<file path="src/rtl/multicycle_pkg.sv">
// Shared types and encodings for the multicycle ARM-subset control unit:
// FSM state encoding, datapath mux encodings, opcode/condition constants
// and the condition-code evaluation helper.
package multicycle_pkg;

    // FSM states; FETCH must be zero so the reset state reads back as 0.
    typedef enum logic [3:0] {
        S_FETCH    = 4'd0,
        S_DECODE   = 4'd1,
        S_MEMADR   = 4'd2,
        S_MEMRD    = 4'd3,
        S_MEMWB    = 4'd4,
        S_MEMWR    = 4'd5,
        S_EXECUTER = 4'd6,
        S_EXECUTEI = 4'd7,
        S_ALUWB    = 4'd8,
        S_BRANCH   = 4'd9
    } state_e;

    // ALU operand B select
    localparam logic [1:0] SRCB_REG  = 2'b00;
    localparam logic [1:0] SRCB_IMM  = 2'b01;
    localparam logic [1:0] SRCB_FOUR = 2'b10;

    // Register-file write-back / PC source select
    localparam logic [1:0] RES_ALUOUT    = 2'b00;
    localparam logic [1:0] RES_DATA      = 2'b01;
    localparam logic [1:0] RES_ALURESULT = 2'b10;

    // Instruction class, Instr[27:26]
    localparam logic [1:0] OP_DP     = 2'b00;
    localparam logic [1:0] OP_MEM    = 2'b01;
    localparam logic [1:0] OP_BRANCH = 2'b10;
    localparam logic [1:0] OP_NOP    = 2'b11;

    // Data-processing command, funct[4:1]
    localparam logic [3:0] CMD_AND = 4'b0000;
    localparam logic [3:0] CMD_SUB = 4'b0010;
    localparam logic [3:0] CMD_ADD = 4'b0100;
    localparam logic [3:0] CMD_CMP = 4'b1010;
    localparam logic [3:0] CMD_ORR = 4'b1100;

    // ALUControl encoding
    localparam logic [1:0] ALU_ADD = 2'b00;
    localparam logic [1:0] ALU_SUB = 2'b01;
    localparam logic [1:0] ALU_AND = 2'b10;
    localparam logic [1:0] ALU_ORR = 2'b11;

    // Condition field, Instr[31:28]
    localparam logic [3:0] COND_EQ = 4'b0000;
    localparam logic [3:0] COND_NE = 4'b0001;
    localparam logic [3:0] COND_CS = 4'b0010;
    localparam logic [3:0] COND_CC = 4'b0011;
    localparam logic [3:0] COND_MI = 4'b0100;
    localparam logic [3:0] COND_PL = 4'b0101;
    localparam logic [3:0] COND_VS = 4'b0110;
    localparam logic [3:0] COND_VC = 4'b0111;
    localparam logic [3:0] COND_HI = 4'b1000;
    localparam logic [3:0] COND_LS = 4'b1001;
    localparam logic [3:0] COND_GE = 4'b1010;
    localparam logic [3:0] COND_LT = 4'b1011;
    localparam logic [3:0] COND_GT = 4'b1100;
    localparam logic [3:0] COND_LE = 4'b1101;
    localparam logic [3:0] COND_AL = 4'b1110;

    // NZCV flags, bit order matches ALUFlags
    typedef struct packed {
        logic n;
        logic z;
        logic c;
        logic v;
    } flags_t;

    // Raw (ungated) per-state controls produced by the FSM
    typedef struct packed {
        logic       next_pc;
        logic       branch;
        logic       reg_w;
        logic       mem_w;
        logic       ir_write;
        logic       alu_op;
        logic       adr_src;
        logic       alu_src_a;
        logic [1:0] alu_src_b;
        logic [1:0] result_src;
    } ctrl_t;

    // Evaluate a condition field against the stored flags; 1111 never executes.
    function automatic logic cond_check(input logic [3:0] cond, input flags_t f);
        logic ok;
        logic ge;
        ge = (f.n == f.v);
        ok = 1'b0;
        case (cond)
            COND_EQ: ok = f.z;
            COND_NE: ok = ~f.z;
            COND_CS: ok = f.c;
            COND_CC: ok = ~f.c;
            COND_MI: ok = f.n;
            COND_PL: ok = ~f.n;
            COND_VS: ok = f.v;
            COND_VC: ok = ~f.v;
            COND_HI: ok = f.c & ~f.z;
            COND_LS: ok = ~f.c | f.z;
            COND_GE: ok = ge;
            COND_LT: ok = ~ge;
            COND_GT: ok = ~f.z & ge;
            COND_LE: ok = f.z | ~ge;
            COND_AL: ok = 1'b1;
            default: ok = 1'b0;
        endcase
        return ok;
    endfunction

endpackage

</file>
<file path="src/rtl/cond_unit.sv">
// Condition unit: holds the NZCV flags register, evaluates the current
// instruction's condition in DECODE and latches the result (CondEx) so the
// rest of the instruction sees a stable decision even if flags change.
module cond_unit
    import multicycle_pkg::*;
(
    input  logic       clk,
    input  logic       rst_n,
    input  logic [3:0] i_cond,        // Instr[31:28]
    input  logic [3:0] i_alu_flags,   // NZCV from the ALU
    input  logic [1:0] i_flag_w,      // [1] loads N,Z; [0] loads C,V
    input  logic       i_flag_en,     // high in EXECUTER/EXECUTEI
    input  logic       i_cond_latch,  // high in DECODE
    output logic       o_cond_ex
);

    flags_t r_flags;
    logic   r_cond_ex;
    logic   w_cond_now;

    // Condition check against the flags as they stand right now
    always_comb begin
        w_cond_now = cond_check(i_cond, r_flags);
    end

    // Flags register: partial updates, only for instructions that execute
    always_ff @(posedge clk or negedge rst_n) begin
        // NOTE: sequential state uses non-blocking assignments so every
        // register samples pre-edge values regardless of block ordering.
        if (!rst_n) begin
            r_flags <= '0;
        end else if (i_flag_en && r_cond_ex) begin
            if (i_flag_w[1]) begin
                r_flags.n <= i_alu_flags[3];
                r_flags.z <= i_alu_flags[2];
            end
            if (i_flag_w[0]) begin
                r_flags.c <= i_alu_flags[1];
                r_flags.v <= i_alu_flags[0];
            end
        end
    end

    // CondEx latch: captured once per instruction at the end of DECODE
    always_ff @(posedge clk or negedge rst_n) begin
        if (!rst_n) begin
            r_cond_ex <= 1'b0;
        end else if (i_cond_latch) begin
            r_cond_ex <= w_cond_now;
        end
    end

    assign o_cond_ex = r_cond_ex;

endmodule

</file>
<file path="src/rtl/multicycle_controller.sv">
// Multicycle controller: FSM sequencing the shared datapath, ALU decoder,
// and the condition-gated write enables. Flags and CondEx live in cond_unit.
module multicycle_controller
    import multicycle_pkg::*;
(
    input  logic         clk,
    input  logic         reset,       // asynchronous, active-low
    input  logic [31:12] Instr,
    input  logic [3:0]   ALUFlags,
    output logic         PCWrite,
    output logic         MemWrite,
    output logic         RegWrite,
    output logic         IRWrite,
    output logic         AdrSrc,
    output logic         ALUSrcA,
    output logic [1:0]   ALUSrcB,
    output logic [1:0]   ResultSrc,
    output logic [1:0]   ImmSrc,
    output logic [1:0]   RegSrc,
    output logic [1:0]   ALUControl,
    output logic [3:0]   State
);

    // Instruction fields
    logic [3:0] w_cond;
    logic [1:0] w_op;
    logic [5:0] w_funct;
    logic [3:0] w_rd;
    logic [3:0] w_cmd;
    logic       w_s;
    logic       w_unused_rn;

    assign w_cond      = Instr[31:28];
    assign w_op        = Instr[27:26];
    assign w_funct     = Instr[25:20];
    assign w_rd        = Instr[15:12];
    assign w_cmd       = w_funct[4:1];
    assign w_s         = w_funct[0];
    // Rn selects a register in the datapath; the controller never looks at it.
    assign w_unused_rn = ^Instr[19:16];

    state_e     r_state;
    state_e     w_next_state;
    ctrl_t      w_ctrl;
    logic [1:0] w_alu_control;
    logic [1:0] w_flag_w;
    logic       w_no_write;
    logic       w_cond_ex;
    logic       w_pcs;

    // State register; reset aborts any instruction and returns to FETCH
    always_ff @(posedge clk or negedge reset) begin
        if (!reset) begin
            r_state <= S_FETCH;
        end else begin
            r_state <= w_next_state;
        end
    end

    // Next-state logic and raw per-state controls
    always_comb begin
        // NOTE: every output of this block gets a default up front, so no
        // path through the case can leave a value held (no latches).
        w_next_state = S_FETCH;
        w_ctrl       = '0;
        case (r_state)
            S_FETCH: begin
                w_ctrl.adr_src    = 1'b0;
                w_ctrl.ir_write   = 1'b1;
                w_ctrl.alu_src_a  = 1'b1;
                w_ctrl.alu_src_b  = SRCB_FOUR;
                w_ctrl.result_src = RES_ALURESULT;
                w_ctrl.next_pc    = 1'b1;
                w_next_state      = S_DECODE;
            end
            S_DECODE: begin
                w_ctrl.alu_src_a  = 1'b1;
                w_ctrl.alu_src_b  = SRCB_FOUR;
                w_ctrl.result_src = RES_ALURESULT;
                case (w_op)
                    OP_MEM:    w_next_state = S_MEMADR;
                    OP_DP:     w_next_state = w_funct[5] ? S_EXECUTEI : S_EXECUTER;
                    OP_BRANCH: w_next_state = S_BRANCH;
                    OP_NOP:    w_next_state = S_FETCH;
                endcase
            end
            S_MEMADR: begin
                w_ctrl.alu_src_a = 1'b0;
                w_ctrl.alu_src_b = SRCB_IMM;
                w_next_state     = w_funct[0] ? S_MEMRD : S_MEMWR;
            end
            S_MEMRD: begin
                w_ctrl.adr_src = 1'b1;
                w_next_state   = S_MEMWB;
            end
            S_MEMWB: begin
                w_ctrl.result_src = RES_DATA;
                w_ctrl.reg_w      = 1'b1;
                w_next_state      = S_FETCH;
            end
            S_MEMWR: begin
                w_ctrl.adr_src = 1'b1;
                w_ctrl.mem_w   = 1'b1;
                w_next_state   = S_FETCH;
            end
            S_EXECUTER: begin
                w_ctrl.alu_src_a = 1'b0;
                w_ctrl.alu_src_b = SRCB_REG;
                w_ctrl.alu_op    = 1'b1;
                w_next_state     = S_ALUWB;
            end
            S_EXECUTEI: begin
                w_ctrl.alu_src_a = 1'b0;
                w_ctrl.alu_src_b = SRCB_IMM;
                w_ctrl.alu_op    = 1'b1;
                w_next_state     = S_ALUWB;
            end
            S_ALUWB: begin
                w_ctrl.result_src = RES_ALUOUT;
                w_ctrl.reg_w      = 1'b1;
                w_next_state      = S_FETCH;
            end
            S_BRANCH: begin
                w_ctrl.alu_src_a  = 1'b0;
                w_ctrl.alu_src_b  = SRCB_IMM;
                w_ctrl.result_src = RES_ALURESULT;
                w_ctrl.branch     = 1'b1;
                w_next_state      = S_FETCH;
            end
            default: begin
                w_next_state = S_FETCH;
            end
        endcase
    end

    // ALU decoder: operation and flag-write mask for data-processing commands
    always_comb begin
        w_alu_control = ALU_ADD;
        w_flag_w      = 2'b00;
        if (w_ctrl.alu_op) begin
            case (w_cmd)
                CMD_ADD: begin
                    w_alu_control = ALU_ADD;
                    w_flag_w      = w_s ? 2'b11 : 2'b00;
                end
                CMD_SUB: begin
                    w_alu_control = ALU_SUB;
                    w_flag_w      = w_s ? 2'b11 : 2'b00;
                end
                CMD_AND: begin
                    w_alu_control = ALU_AND;
                    w_flag_w      = w_s ? 2'b10 : 2'b00;
                end
                CMD_ORR: begin
                    w_alu_control = ALU_ORR;
                    w_flag_w      = w_s ? 2'b10 : 2'b00;
                end
                CMD_CMP: begin
                    w_alu_control = ALU_SUB;
                    w_flag_w      = w_s ? 2'b11 : 2'b00;
                end
                default: begin
                    w_alu_control = ALU_ADD;
                    w_flag_w      = 2'b00;
                end
            endcase
        end
    end

    // CMP suppresses the register write-back. It must still hold in ALUWB,
    // where ALUOp is low, so it is decoded straight from the instruction and
    // restricted to data-processing ops so load/store offsets cannot alias it.
    assign w_no_write = (w_op == OP_DP) && (w_cmd == CMD_CMP);

    cond_unit u_cond_unit (
        .clk          (clk),
        .rst_n        (reset),
        .i_cond       (w_cond),
        .i_alu_flags  (ALUFlags),
        .i_flag_w     (w_flag_w),
        .i_flag_en    ((r_state == S_EXECUTER) || (r_state == S_EXECUTEI)),
        .i_cond_latch (r_state == S_DECODE),
        .o_cond_ex    (w_cond_ex)
    );

    // NOTE: the write enables are also gated by reset itself, so nothing can
    // pulse in the window where reset is low but a clock edge still arrives.
    assign w_pcs    = ((w_rd == 4'hF) & w_ctrl.reg_w) | w_ctrl.branch;
    assign PCWrite  = reset & (w_ctrl.next_pc | (w_pcs & w_cond_ex));
    assign RegWrite = reset & w_ctrl.reg_w & w_cond_ex & ~w_no_write;
    assign MemWrite = reset & w_ctrl.mem_w & w_cond_ex;
    assign IRWrite  = reset & w_ctrl.ir_write;

    assign AdrSrc     = w_ctrl.adr_src;
    assign ALUSrcA    = w_ctrl.alu_src_a;
    assign ALUSrcB    = w_ctrl.alu_src_b;
    assign ResultSrc  = w_ctrl.result_src;
    assign ALUControl = w_alu_control;
    assign ImmSrc     = w_op;
    assign RegSrc     = {w_op == OP_MEM, w_op == OP_BRANCH};
    assign State      = r_state;

endmodule

</file>
<file path="config.mk">
export PLATFORM = sky130hd
export DESIGN_NAME = multicycle_controller
export DESIGN_NICKNAME = d
export VERILOG_FILES = /design/src/rtl/multicycle_pkg.sv /design/src/rtl/cond_unit.sv /design/src/rtl/multicycle_controller.sv
export SDC_FILE = /design/constraint.sdc
export NUM_CORES = 1
export LEC_CHECK = 0
export BUFFER_PORTS_ARGS = -buffer_cell sky130_fd_sc_hd__buf_2
export CAP_MARGIN = 20
export CORE_MARGIN = 10
export CORE_UTILIZATION = 48
export CTS_BUF_LIST = sky130_fd_sc_hd__clkbuf_4
export DETAILED_ROUTE_END_ITERATION = 7
export PLACE_DENSITY = 0.82
export SYNTH_ARGS = -nofsm -noshare
export SYNTH_HDL_FRONTEND = slang
export SYNTH_SLANG_ARGS = --single-unit
</file>
<file path="constraint.sdc">
create_clock -name clk -period 1.7 [get_ports clk]
set_input_delay 0.085 -clock clk [delete_from_list [all_inputs] [get_ports clk]]
set_output_delay 0.085 -clock clk [all_outputs]
set_load 0.03 [all_outputs]
</file>
==> results.yml <==
status:
  status: "complete, no violations"
power_and_ir_drop:
  power_frac_seq_pct: 17.2
  p_leak_nw: 0.638
  vdd_ir_drop_max_mv: 1.12
  p_int_uw: 991
  switching_share_pct: 52.2
  power.density_nw_per_um2: 1510
  clkPwrFrac_pct: 9.3
  combPwrFrac_pct: 73.5
  switching_power_mw: 1.08
clocking:
  htreeDepth: 1
  cts.reportedPaths.clkPinSlew_ns: 0.07
  cts_tree: "yes"
  cts_root_buf: "clkbuf_4"
  cts_buffers: 3
  clk_latency_ns: 0.27
  cts_sinks: 9
  clock_path_buffers: 2
logic_synthesis:
  synth_area_sq_um: 986
  synth_top_area_share_pct: 22.8
  synth.distinct_cells: 46
  synth_area_leaders: "dfrtp_1 23%, nor2b_1 5.1%, nor3_1 4.1%"
  synth_edf_count: 0
  syn-instance-count: 132
  synth.net_count: 158
  yosysWarnings: 0
  synth-seq-cells: 9
  synth_ff_type: "dfrtp_1"
  synth.avg_cell_area_sq_um: 7.47
  synthArstFlopShare_pct: 100
  seq_area_frac_synth_pct: 22.8
  yosysTopAreaCell: "dfrtp_1"
cells_and_area:
  drive_gt1_share_pct: 40.2
  syn_to_final_growth_pct: 39.2
  stdcell_area_sq_um: 1370
  final_cell_mix: "38 x buf_2, 15 x buf_4, 10 x nor2_1, 10 x nand2_1"
  fin_cells: 206
  mostFrequentLayoutCell: "buf_2"
  antenna_cells: 0
  nets: 206
  n_fill_cell: 153
timing:
  whs_ns: 0.152
  final-max-slew-violation-count: 0
  worst_pin_slew_ns: 0.438
  setup_viol: 0
  hold_violations: 0
  rsz0062_at_grt: "true"
  slew_headroom_pct: 70.4
  fin_tns_setup_ns: 0
  finalCriticalPeriod_ns: 1.64
  period_share_pct: 96.5
  setup_ws_ns: 0.0590
  fmax_mhz: 609
  clock_skew_ns: 0.00116
grt:
  grt_overflow: 0
  grt_pass1_wl_um: 4810
  grt_util_met1_pct: 15.0
  busiest_layer: "met2"
  antenna_found_initial: 0
  grtUsageTotal_pct: 13.3
  grt_pass1_vias: 1092
  grtUsageMet2_pct: 22.4
  grt_max_degree: 14
  use_met3_pct: 4.24
worst_setup_path:
  end_kind: "primary output"
  critPathKind: "flip-flop to primary output"
  cp.arrival_ns: 1.56
  crit_fanout: 7
  r2r_cells: 6
  cp.required_ns: 1.62
  startpoint_type: "flip-flop"
detailed_routing:
  vias_per_cell: 5.70
  firstDrtPassIters: 4
  post-route-drc-count: 0
  ant_nets: 0
  routed_wl_um: 3070
  drtIter0Drc: 45
  avgRoutedWirePerCell_um: 14.9
  vias: 1175
placement:
  placed_area_sq_um: 1240
  post-dp-hpwl_um: 2380
  io_buffers: 41
  dpl.cell_count: 194
  place_ws_ns: 0.185
  gp_congestion: 0.817
floorplanning:
  io_pins: 46
  coreArea_sq_um: 1960
  chipWidth_um: 65.3
  die_area_sq_um: 4270
  row_count: 16
  start_util_pct: 50.3
  die_h_um: 65.3
worst_hold_path:
  min_path_cells: 3
  worstHoldPathType: "input pin to flip-flop"
job:
  max_cap_viol_count: 0
## power by group through the flow
stage	clock [mW]	combinational (mW)	sequential (mW)
after floorplan	0	0.874	0.421
after global placement	0	1.27	0.357
after detailed placement	0	1.31	0.364
after CTS	0.193	1.37	0.354
after global routing	0.204	1.64	0.364
final	0.192	1.52	0.356
## final cells by class
cell class	instances	area (sq um)	area share [%]
Multi-Input combinational cell	103	713	52.0
Timing Repair Buffer	57	343	25.0
Sequential cell	9	228	16.6
Tap cell	27	33.8	2.46
Clock buffer	4	30.0	2.19
Inverter	6	25.0	1.82
## cell families (layout without fill, tap and decap cells)
logic type	after synthesis	count (layout)	synth area share [%]
flip-flops	9	9	22.8
AO/OA/AOI/OAI	29	29	21.7
XOR/XNOR	5	5	4.44
AND/OR/NAND/NOR	66	66	38.6
buffers and inverters	20	67	9.26
multiplexers	3	3	3.17
## final timing paths
path | start | end | slack [ns]
worst min register to register | State[0]$_DFF_PN0_ | State[0]$_DFF_PN0_ | 0.54
worst max-delay path | State[2]$_DFF_PN0_ | PCWrite | 0.06
min in group asynchronous | reset | u_cond_unit.o_cond_ex$_DFFE_PN0P_ | 0.22
max in group asynchronous | reset | State[1]$_DFF_PN0_ | 1.25
worst max register to register | State[1]$_DFF_PN0_ | u_cond_unit.o_cond_ex$_DFFE_PN0P_ | 0.11
worst min-delay path | Instr[25] | State[0]$_DFF_PN0_ | 0.15
## synthesized netlist by cell type, drive strengths merged, types with 2 or more instances
cell type and number:
nor2 10, nor3 8, or4 2, o211a 2, nand2 10, nor4 2, o21ai 6, buf 7
nand4bb 2, a211oi 2, and3 2, nand2b 5, clkbuf 7, o22ai 2, and2 2, nor2b 8
nor4b 3, dfrtp 9, o41ai 2, inv 6, a31oi 2, a221o 2, nand3 5, xnor2 4
o311ai 2, mux2i 2
## routing by layer
| metal | up-vias | share of wire, % | routed length, um |
|---|---|---|---|
| met5 | - | 0 | 0 |
| met4 | 0 | 2.1 | 65 |
| met3 | 6 | 8.6 | 264 |
| met2 | 50 | 48 | 1480 |
| met1 | 539 | 41 | 1260 |
| li1 | 580 | - | - |
## critical path, stage by stage (launching register included)
cell      delay, ns
dfrtp_1        0.43
buf_6          0.16
inv_4          0.06
a21oi_2        0.03
o311ai_1       0.26
and3b_1        0.21
buf_6          0.13
## through the flow
step	total power [mW]	util, %
floorplan	1.30	-
global placement	1.63	63.1
detailed placement	1.67	63.1
CTS	1.91	66.1
global route	2.21	70.0
finish	2.07	70.0
## state kept, by name, indices dropped and copies added (netlist names)
name,cells
u_cond_unit.o_cond_ex,1
u_cond_unit.r_flags,4
State,4
## timing repair
item | 4_1_cts | 5_1_grt
setup endpoints to repair | 2 | 4
setup buffers | 1 | 6
pin swaps | 0 | 1
gates resized for setup | 4 | 11
hold buffers | 1 | 0
hold endpoints to repair | 9 | 0
(Power assumes the default switching activity.)
